--- src/rtl/bcd_pkg.sv ---
// Shared types and constants for the sequential binary-to-BCD converter.
package bcd_pkg;

  typedef enum logic [0:0] {
    StIdle,
    StShift
  } bcd_state_e;

  localparam int unsigned BCD_DIGIT_W    = 4;
  localparam logic [3:0]  BCD_ADJ_THRESH = 4'd5;
  localparam logic [3:0]  BCD_ADJ_ADD    = 4'd3;

  // True when DIGITS decimal digits can hold every WIDTH-bit unsigned value.
  function automatic bit bcd_fits(input int unsigned width, input int unsigned digits);
    logic [127:0] pow10;
    logic [127:0] max_val;
    if (digits >= 38) return 1'b1;
    if (width >= 120) return 1'b0;
    pow10 = 128'd1;
    for (int unsigned i = 0; i < digits; i++) pow10 = pow10 * 128'd10;
    max_val = (128'd1 << width) - 128'd1;
    return pow10 > max_val;
  endfunction

endpackage

--- src/rtl/bcd_digit_adj.sv ---
// Double-dabble digit correction: a digit of 5 or more gets +3 before the shift.
module bcd_digit_adj
  import bcd_pkg::*;
(
  input  logic [BCD_DIGIT_W-1:0] digit_i,
  output logic [BCD_DIGIT_W-1:0] digit_o
);

  // Add-3 correction so the following left shift carries into the next decade.
  always_comb begin
    digit_o = (digit_i >= BCD_ADJ_THRESH) ? digit_i + BCD_ADJ_ADD : digit_i;
  end

endmodule

--- src/rtl/bin_to_bcd_seq.sv ---
// Sequential binary-to-BCD converter (one bit per clock) with leading-zero blank mask.
module bin_to_bcd_seq
  import bcd_pkg::*;
#(
  parameter int unsigned WIDTH    = 16,
  parameter int unsigned DIGITS   = 5,
  parameter bit          LZ_BLANK = 1'b1
) (
  input  logic                          clk_i,
  input  logic                          rst_i,
  input  logic [WIDTH-1:0]              bin_i,
  input  logic                          start_i,
  output logic                          busy_o,
  output logic                          valid_o,
  output logic [BCD_DIGIT_W*DIGITS-1:0] bcd_o,
  output logic [DIGITS-1:0]             blank_o
);

  localparam int unsigned AccW = BCD_DIGIT_W * DIGITS;
  localparam int unsigned CntW = (WIDTH > 1) ? $clog2(WIDTH) : 1;
  localparam logic [CntW-1:0] CntLast = CntW'(WIDTH - 1);

  if (!bcd_fits(WIDTH, DIGITS)) begin : g_bad_params
    $error("bin_to_bcd_seq: DIGITS too small to represent every WIDTH-bit value");
  end

  // Digit k is dark when k > 0 and every digit from k upwards is zero.
  function automatic logic [DIGITS-1:0] blank_of(input logic [AccW-1:0] acc);
    logic [DIGITS-1:0] mask;
    logic              zero_above;
    mask       = '0;
    zero_above = 1'b1;
    for (int k = DIGITS - 1; k > 0; k--) begin
      zero_above = zero_above & (acc[BCD_DIGIT_W*k +: BCD_DIGIT_W] == '0);
      mask[k]    = zero_above;
    end
    return LZ_BLANK ? mask : '0;
  endfunction

  localparam logic [DIGITS-1:0] BlankRst = blank_of('0);

  bcd_state_e        state_q, state_d;
  logic [CntW-1:0]   cnt_q, cnt_d;
  logic [WIDTH-1:0]  sr_q, sr_d;
  logic [AccW-1:0]   acc_q, acc_d;
  logic [AccW-1:0]   bcd_q, bcd_d;
  logic [DIGITS-1:0] blank_q, blank_d;
  logic              valid_q, valid_d;

  logic [AccW-1:0]   acc_adj;
  logic [AccW-1:0]   acc_shift;
  logic              unused_acc_msb;

  for (genvar k = 0; k < DIGITS; k++) begin : g_adj
    bcd_digit_adj u_adj (
      .digit_i (acc_q[BCD_DIGIT_W*k +: BCD_DIGIT_W]),
      .digit_o (acc_adj[BCD_DIGIT_W*k +: BCD_DIGIT_W])
    );
  end

  // The top accumulator bit is always zero after adjust when DIGITS is sized correctly.
  assign unused_acc_msb = acc_adj[AccW-1];
  assign acc_shift      = {acc_adj[AccW-2:0], sr_q[WIDTH-1]};

  // Next-state: accept in idle, adjust-and-shift in SHIFT, publish on the last bit.
  always_comb begin
    state_d = state_q;
    cnt_d   = cnt_q;
    sr_d    = sr_q;
    acc_d   = acc_q;
    bcd_d   = bcd_q;
    blank_d = blank_q;
    valid_d = 1'b0;
    unique case (state_q)
      StIdle: begin
        if (start_i) begin
          sr_d    = bin_i;
          acc_d   = '0;
          cnt_d   = '0;
          state_d = StShift;
        end
      end
      StShift: begin
        acc_d = acc_shift;
        sr_d  = {sr_q[WIDTH-2:0], 1'b0};
        cnt_d = cnt_q + 1'b1;
        if (cnt_q == CntLast) begin
          bcd_d   = acc_shift;
          blank_d = blank_of(acc_shift);
          valid_d = 1'b1;
          cnt_d   = '0;
          state_d = StIdle;
        end
      end
      default: state_d = StIdle;
    endcase
  end

  // State and output registers; synchronous reset aborts any conversion.
  always_ff @(posedge clk_i) begin
    if (rst_i) begin
      state_q <= StIdle;
      cnt_q   <= '0;
      sr_q    <= '0;
      acc_q   <= '0;
      bcd_q   <= '0;
      blank_q <= BlankRst;
      valid_q <= 1'b0;
    end else begin
      state_q <= state_d;
      cnt_q   <= cnt_d;
      sr_q    <= sr_d;
      acc_q   <= acc_d;
      bcd_q   <= bcd_d;
      blank_q <= blank_d;
      valid_q <= valid_d;
    end
  end

  assign busy_o  = (state_q == StShift);
  assign valid_o = valid_q;
  assign bcd_o   = bcd_q;
  assign blank_o = blank_q;

endmodule

--- config.mk ---
export PLATFORM = sky130hd
export DESIGN_NAME = bin_to_bcd_seq
export DESIGN_NICKNAME = d
export VERILOG_FILES = /design/src/rtl/bcd_pkg.sv /design/src/rtl/bcd_digit_adj.sv /design/src/rtl/bin_to_bcd_seq.sv
export SDC_FILE = /design/constraint.sdc
export NUM_CORES = 1
export LEC_CHECK = 0
export CAP_MARGIN = 0
export CORE_MARGIN = 2
export CORE_UTILIZATION = 54
export CTS_CLUSTER_SIZE = 30
export DETAILED_ROUTE_END_ITERATION = 6
export PLACE_DENSITY = 0.79
export SYNTH_ARGS = -nofsm -noshare
export SYNTH_HDL_FRONTEND = slang
export SYNTH_SLANG_ARGS = --single-unit
--- constraint.sdc ---
create_clock -name clk_i -period 2 [get_ports clk_i]
set_input_delay 0.4 -clock clk_i [delete_from_list [all_inputs] [get_ports clk_i]]
set_output_delay 0.4 -clock clk_i [all_outputs]
set_load 0.05 [all_outputs]
# [After elaboration in Yosys (flattened, before gate mapping)]
# Index checks and enable logic that the tools add are counted.
[word_totals] regBits=66
[op_classes] addsub=6 order_cmp=5 eq_ne=2 mux=16 bitwise=4 n_reduce_logical=6
[ops] op="20-bit one-hot mux with 2 select lines" count=1
[ops] op="16-bit one-hot mux with 2 select lines" count=1
[ops] op="4-bit 2-to-1 mux" count=6
[ops] op="4-bit by 3-bit >= comparator with 1-bit output, second input constant" count=5
[ops] op="20-bit 2-to-1 mux" count=1
[ops] op="4-bit by 2-bit adder with 4-bit output, second input constant" count=4
[ops] op="4-bit zero test" count=4
[ops] op="16-bit 2-to-1 mux" count=1
[ops] op="4-bit one-hot mux with 2 select lines" count=1
[ops] op="4-bit by 1-bit adder with 4-bit output, second input constant" count=1
[ops] op="4-bit equality test, second input constant" count=1
[ops] op="3-bit by 2-bit adder with 3-bit output, second input constant" count=1
[ops] op="1-bit AND" count=3
[ops] op="1-bit 2-to-1 mux" count=3
[ops] op="3-bit 2-to-1 mux" count=1
[ops] op="2-bit inequality test, second input constant" count=1
[ops] op="1-bit one-hot mux with 2 select lines" count=1
[ops] op="2-bit AND reduction" count=1
[ops] op="2-bit OR reduction" count=1
[ops] op="1-bit inverter" count=1

# [Logic depth before layout (Yosys ltp)]
[logic_depth] depth_word=6 mapped_depth=7 ltp_nobuf=7

# [Modules after synthesis]
# A second synthesis with hierarchy kept.
[hier_totals] hier_cells=334 hier_area_um2=3075.4
[by_module_without_submodules] mod="bin_to_bcd_seq" instances=1 cells_each=254 area_per_inst_um2=2568.7 seq_area_each_um2=1321.3
[by_module_without_submodules] mod="bcd_digit_adj" instances=5 cells_each=16 area_per_inst_um2=101.3 seq_area_each_um2=0.0

# [Least setup slack after synthesis]
# Ideal clock, no wire load.
[synth_path] kind="reg2reg" from="register state_q, in the netlist busy_o" to="register blank_q[1], in the netlist blank_o[1]" t_arrival_ns=1.771 t_required_ns=1.916 slack_ns=0.144 stages_incl_launch_ff=7 path_buffers=1 synth_period_minus_slack_ns=1.856 path_cell_list="dfxtp_1 > buf_2 > nand4_4 > a211oi_2 > and3b_1 > nand4_2 > o31ai_2"
[synth_between] elab_chain_len=1
[synth_rtl] item="start: declaration" line_no="bin_to_bcd_seq.sv:42" text="bcd_state_e state_q, state_d;"
[synth_rtl] item="start signal: assignment" line_no="bin_to_bcd_seq.sv:102" text="state_q <= StIdle;"
[synth_rtl] item="start signal: assignment" line_no="bin_to_bcd_seq.sv:110" text="state_q <= state_d;"
[synth_rtl] item="2-bit AND reduction (no source line)"
[synth_rtl] item="end signal: assignment" line_no="bin_to_bcd_seq.sv:107" text="blank_q <= BlankRst;"
[synth_rtl] item="end signal: assignment" line_no="bin_to_bcd_seq.sv:115" text="blank_q <= blank_d;"
[synth_rtl] item="end: declaration" line_no="bin_to_bcd_seq.sv:47" text="logic [DIGITS-1:0] blank_q, blank_d;"
# No other way between the ends.
# A chain may end at the register's enable or synchronous reset.

# [Worst setup path in the final report]
[layout_path] from="register bcd_q[6], in the netlist bcd_o[6]" to="output bcd_o[6]"
[layout_lines] item="start: declaration" line_no="bin_to_bcd_seq.sv:46" text="logic [AccW-1:0] bcd_q, bcd_d;"
[layout_lines] item="start signal: assignment" line_no="bin_to_bcd_seq.sv:106" text="bcd_q <= '0;"
[layout_lines] item="start signal: assignment" line_no="bin_to_bcd_seq.sv:114" text="bcd_q <= bcd_d;"
[layout_lines] item="end: declaration" line_no="bin_to_bcd_seq.sv:15" text="output logic [BCD_DIGIT_W*DIGITS-1:0] bcd_o,"
# No word-level cell between the ends.

==> impl_results.md <==
* Relative slew slack at 0.616
* Synthesized netlist net count at 415
* Total power at 2.68 mW
* Final Slew Violations at 0
* Cell family contributing the most delay on the critical path: buffers and inverters
* Maximum clock skew at final layout at around 7.2 ps
* Worst endpoint data arrival time at 1500 ps
* Setup repair after global routing missed its margin: false
* Count of vias placed by the detailed router at 2768
* CTS tree: yes
* Total buffers and inverters traversed by the critical path at 1
* Synthesized area divided by synthesized cell count at approximately 8.2 µm²
* Final setup violation count at 0
* Clock buffer depth at 2
* Clock slew at reported path FFs at ~70 ps
* Kind of path behind the tightest hold check: reg2reg
* Period utilization at 0.951
* Core ar. at 5570 µm²
* Fraction of final layout cells sized beyond drive strength 1 at 0.0897
* Largest net degree at the start of global routing at 54
* Iteration count of the initial detailed-routing pass at 4
* Standby leakage power at roughly 1.5 nW
* CTS H-Tree Depth at 3
* Initial antenna violation count at 0
* Cell breakdown of the critical path: clkdlybuf4s50_1
* Number of fillers in the final layout at 452
* Area overhead of the layout relative to synthesis at 24.5%
* Cell Pwr Density at 686 nW/µm²
* First-pass GRT wire length at 11600 µm
* DRC violation total after the first TritonRoute iteration at between 100 and 150
* Leading cell type in the layout, fill and taps excluded: sky130_fd_sc_hd__dfxtp_1
* Number of nets still failing antenna checks after routing at 0
* Crit-path max FO at 2
* CTS sink count at 66
* Run status: complete, no violations
* Crit path launch type: flop
* Initial Utilization at 0.564
* Number of synthesized register bits at 66
* Number of CTS-inserted buffers at 9
* Input/output buffers at 44
* Unique cell type count in the Yosys netlist at 30
* Share of the synthesized area in the top cell type at 0.420
* Die width at 80.3 µm
* Diodes inserted at 0
* Detailed Place HPWL at 4650 µm
* Area of the mapped netlist at ~3100 µm²
* Average wire per standard cell at roughly 13 µm
* Die area at around 6400 µm²
* Clock latency at the later pin of the worst-skew pair at ~340 ps
* Cts hold-fix bufs at 0
* Actual transition at the worst max-transition pin at approximately 580 ps
* CP max stage cell: sky130_fd_sc_hd__clkdlybuf4s50_1
* Worst endpoint required time at approximately 1600 ps
* Setup TNS after final layout at 0 ps
* Site row count at 27
* Commonest cells after routing, fill and taps aside: 65 x sky130_fd_sc_hd__dfxtp_1, 63 x sky130_fd_sc_hd__a21oi_1, 59 x sky130_fd_sc_hd__nor2_1, 42 x sky130_fd_sc_hd__clkdlybuf4s50_1, 36 x sky130_fd_sc_hd__nand2_1
* Peak per-stage delay on the critical path at 810 ps
* Count of final hold-check violations at 0
* Residual overflow from global routing at 0
* Y dimension of the die at 80.3 µm
* Final worst path period need at 1900 ps
* Vias in the first global route at 2636
* Drt drc at 0
* Synthesized instance count at 385
* Highest clock rate at 526 MHz
* Endpoint kind of the worst setup timing path: output port
* Number of nets in the final layout at 460
* Area contributors post-synth: sky130_fd_sc_hd__dfxtp_1 42%, sky130_fd_sc_hd__a21oi_1 10%, sky130_fd_sc_hd__mux2i_1 8.3%, sky130_fd_sc_hd__nor2_1 7.0%, sky130_fd_sc_hd__nor3b_1 4.8%
* Worst voltage drop across the vdd grid at 0.530 mV
* Count of pins on the block boundary at 46
* Path type of the worst setup path: reg2out
* Overall Global Routing Usage at 0.227
* YS warnings at 0
* Yosys top cell by area: sky130_fd_sc_hd__dfxtp_1
* Placer congestion estimate at 0.818
* Seq/Total Area, Yosys at 0.420
* Total Wirelength at between 6000 and 7000 µm
* Cell chosen for the clock root: sky130_fd_sc_hd__clkbuf_8
* Routed vias/inst at 5.46
* Number of buffers inserted to repair setup after CTS at 0
* Total of max-cap violations at 0
[cells in the mapped netlist]
cell type / instances
sky130_fd_sc_hd__a211oi_1: 8
sky130_fd_sc_hd__a211oi_2: 1
sky130_fd_sc_hd__a21oi_1: 65
sky130_fd_sc_hd__a221o_1: 1
sky130_fd_sc_hd__a311oi_1: 1
sky130_fd_sc_hd__and3b_1: 2
sky130_fd_sc_hd__and4_1: 1
sky130_fd_sc_hd__buf_1: 3
sky130_fd_sc_hd__buf_2: 6
sky130_fd_sc_hd__buf_4: 1
sky130_fd_sc_hd__clkbuf_1: 15
sky130_fd_sc_hd__conb_1: 1
sky130_fd_sc_hd__dfxtp_1: 66
sky130_fd_sc_hd__ha_1: 11
sky130_fd_sc_hd__inv_1: 13
sky130_fd_sc_hd__mux2_2: 1
sky130_fd_sc_hd__mux2i_1: 26
sky130_fd_sc_hd__nand2_1: 36
sky130_fd_sc_hd__nand2b_1: 9
sky130_fd_sc_hd__nand3_1: 8
sky130_fd_sc_hd__nand4_2: 1
sky130_fd_sc_hd__nand4_4: 1
sky130_fd_sc_hd__nor2_1: 59
sky130_fd_sc_hd__nor2b_1: 1
sky130_fd_sc_hd__nor3_1: 9
sky130_fd_sc_hd__nor3b_1: 20
sky130_fd_sc_hd__o21ai_0: 11
sky130_fd_sc_hd__o31ai_2: 1
sky130_fd_sc_hd__or3_1: 2
sky130_fd_sc_hd__xnor2_1: 5
[logic make-up after synthesis]
family | count (synthesis) | share of synthesized area
AO/OA/AOI/OAI | 88 | 0.154
XOR/XNOR | 5 | 0.0139
adder cells (fa/ha/maj) | 11 | 0.0438
buffers and inverters | 38 | 0.0490
flip-flops | 66 | 0.420
multiplexers | 27 | 0.0864
other | 1 | 0.00119
AND/OR/NAND/NOR | 149 | 0.231
[power by group]
part	switching, mW	internal, mW
Combinational	0.109	0.0902
Sequential	0.0202	1.34
Clock	0.481	0.644
Total	0.610	2.07
[flip-flops by register name, indices dropped and copies added, names as in the netlist]
register  flops
cnt_q         4
blank_o       4
valid_o       1
sr_q         16
busy_o        1
acc_q        20
bcd_o        20
[layer usage]
metal / GRT usage / part of all wire
met5: 0 / 0
met4: 0.0814 / 0.011
met3: 0.0461 / 0.039
met2: 0.402 / 0.51
met1: 0.271 / 0.44
[worst reg2reg max path: stages (launching register included)]
cell and delay (ps):
sky130_fd_sc_hd__dfxtp_1 360, sky130_fd_sc_hd__inv_1 90, sky130_fd_sc_hd__ha_1 260, sky130_fd_sc_hd__nand2b_1 120
sky130_fd_sc_hd__a21oi_2 210, sky130_fd_sc_hd__mux2i_2 280, sky130_fd_sc_hd__nand4_2 170, sky130_fd_sc_hd__o31ai_2 260
[per-stage QoR]
stage / instance area, µm² / std cells / setup slack (ps) / util / hold WS [ps]
CTS: 3900 / 507 / 69.0 / 0.699 / 459
global route: 3910 / 507 / 26.7 / 0.702 / 472
finish: 3910 / 507 / 97.8 / 0.702 / 457
global placement: 3700 / 491 / 224 / 0.664 / 440
detailed placement: 3700 / 491 / 139 / 0.664 / 449
floorplan: 3140 / 385 / 144 / - / 445
[path summary, 6_finish.rpt]
check / startpoint / end / slack [ps] / depth (start not counted)
setup / recovery: bcd_o[6] / bcd_o[6] / 100 / 1
hold / removal: bcd_o[18] / bcd_o[18] / 460 / 2
setup reg to reg: acc_q[16] / blank_o[1] / 160 / 7
hold reg to reg: bcd_o[18] / bcd_o[18] / 460 / 2
[timing repair]
action	CTS	global route
setup endpoints to repair	0	3
endpoints found under the hold margin	0	0
gates resized for setup	0	4
[cell type report]
| type | instances | area, µm² | area share |
|---|---|---|---|
| Multi-Input combinational cell | 281 | 1680 | 0.429 |
| Tap cell | 72 | 90.1 | 0.0230 |
| Timing Repair Buffer | 59 | 574 | 0.147 |
| Inverter | 13 | 48.8 | 0.0125 |
| Sequential cell | 66 | 1320 | 0.338 |
| Clock inverter | 2 | 35.0 | 0.00895 |
| Clock buffer | 14 | 163 | 0.0416 |
Power figures use the tool's default switching activity.
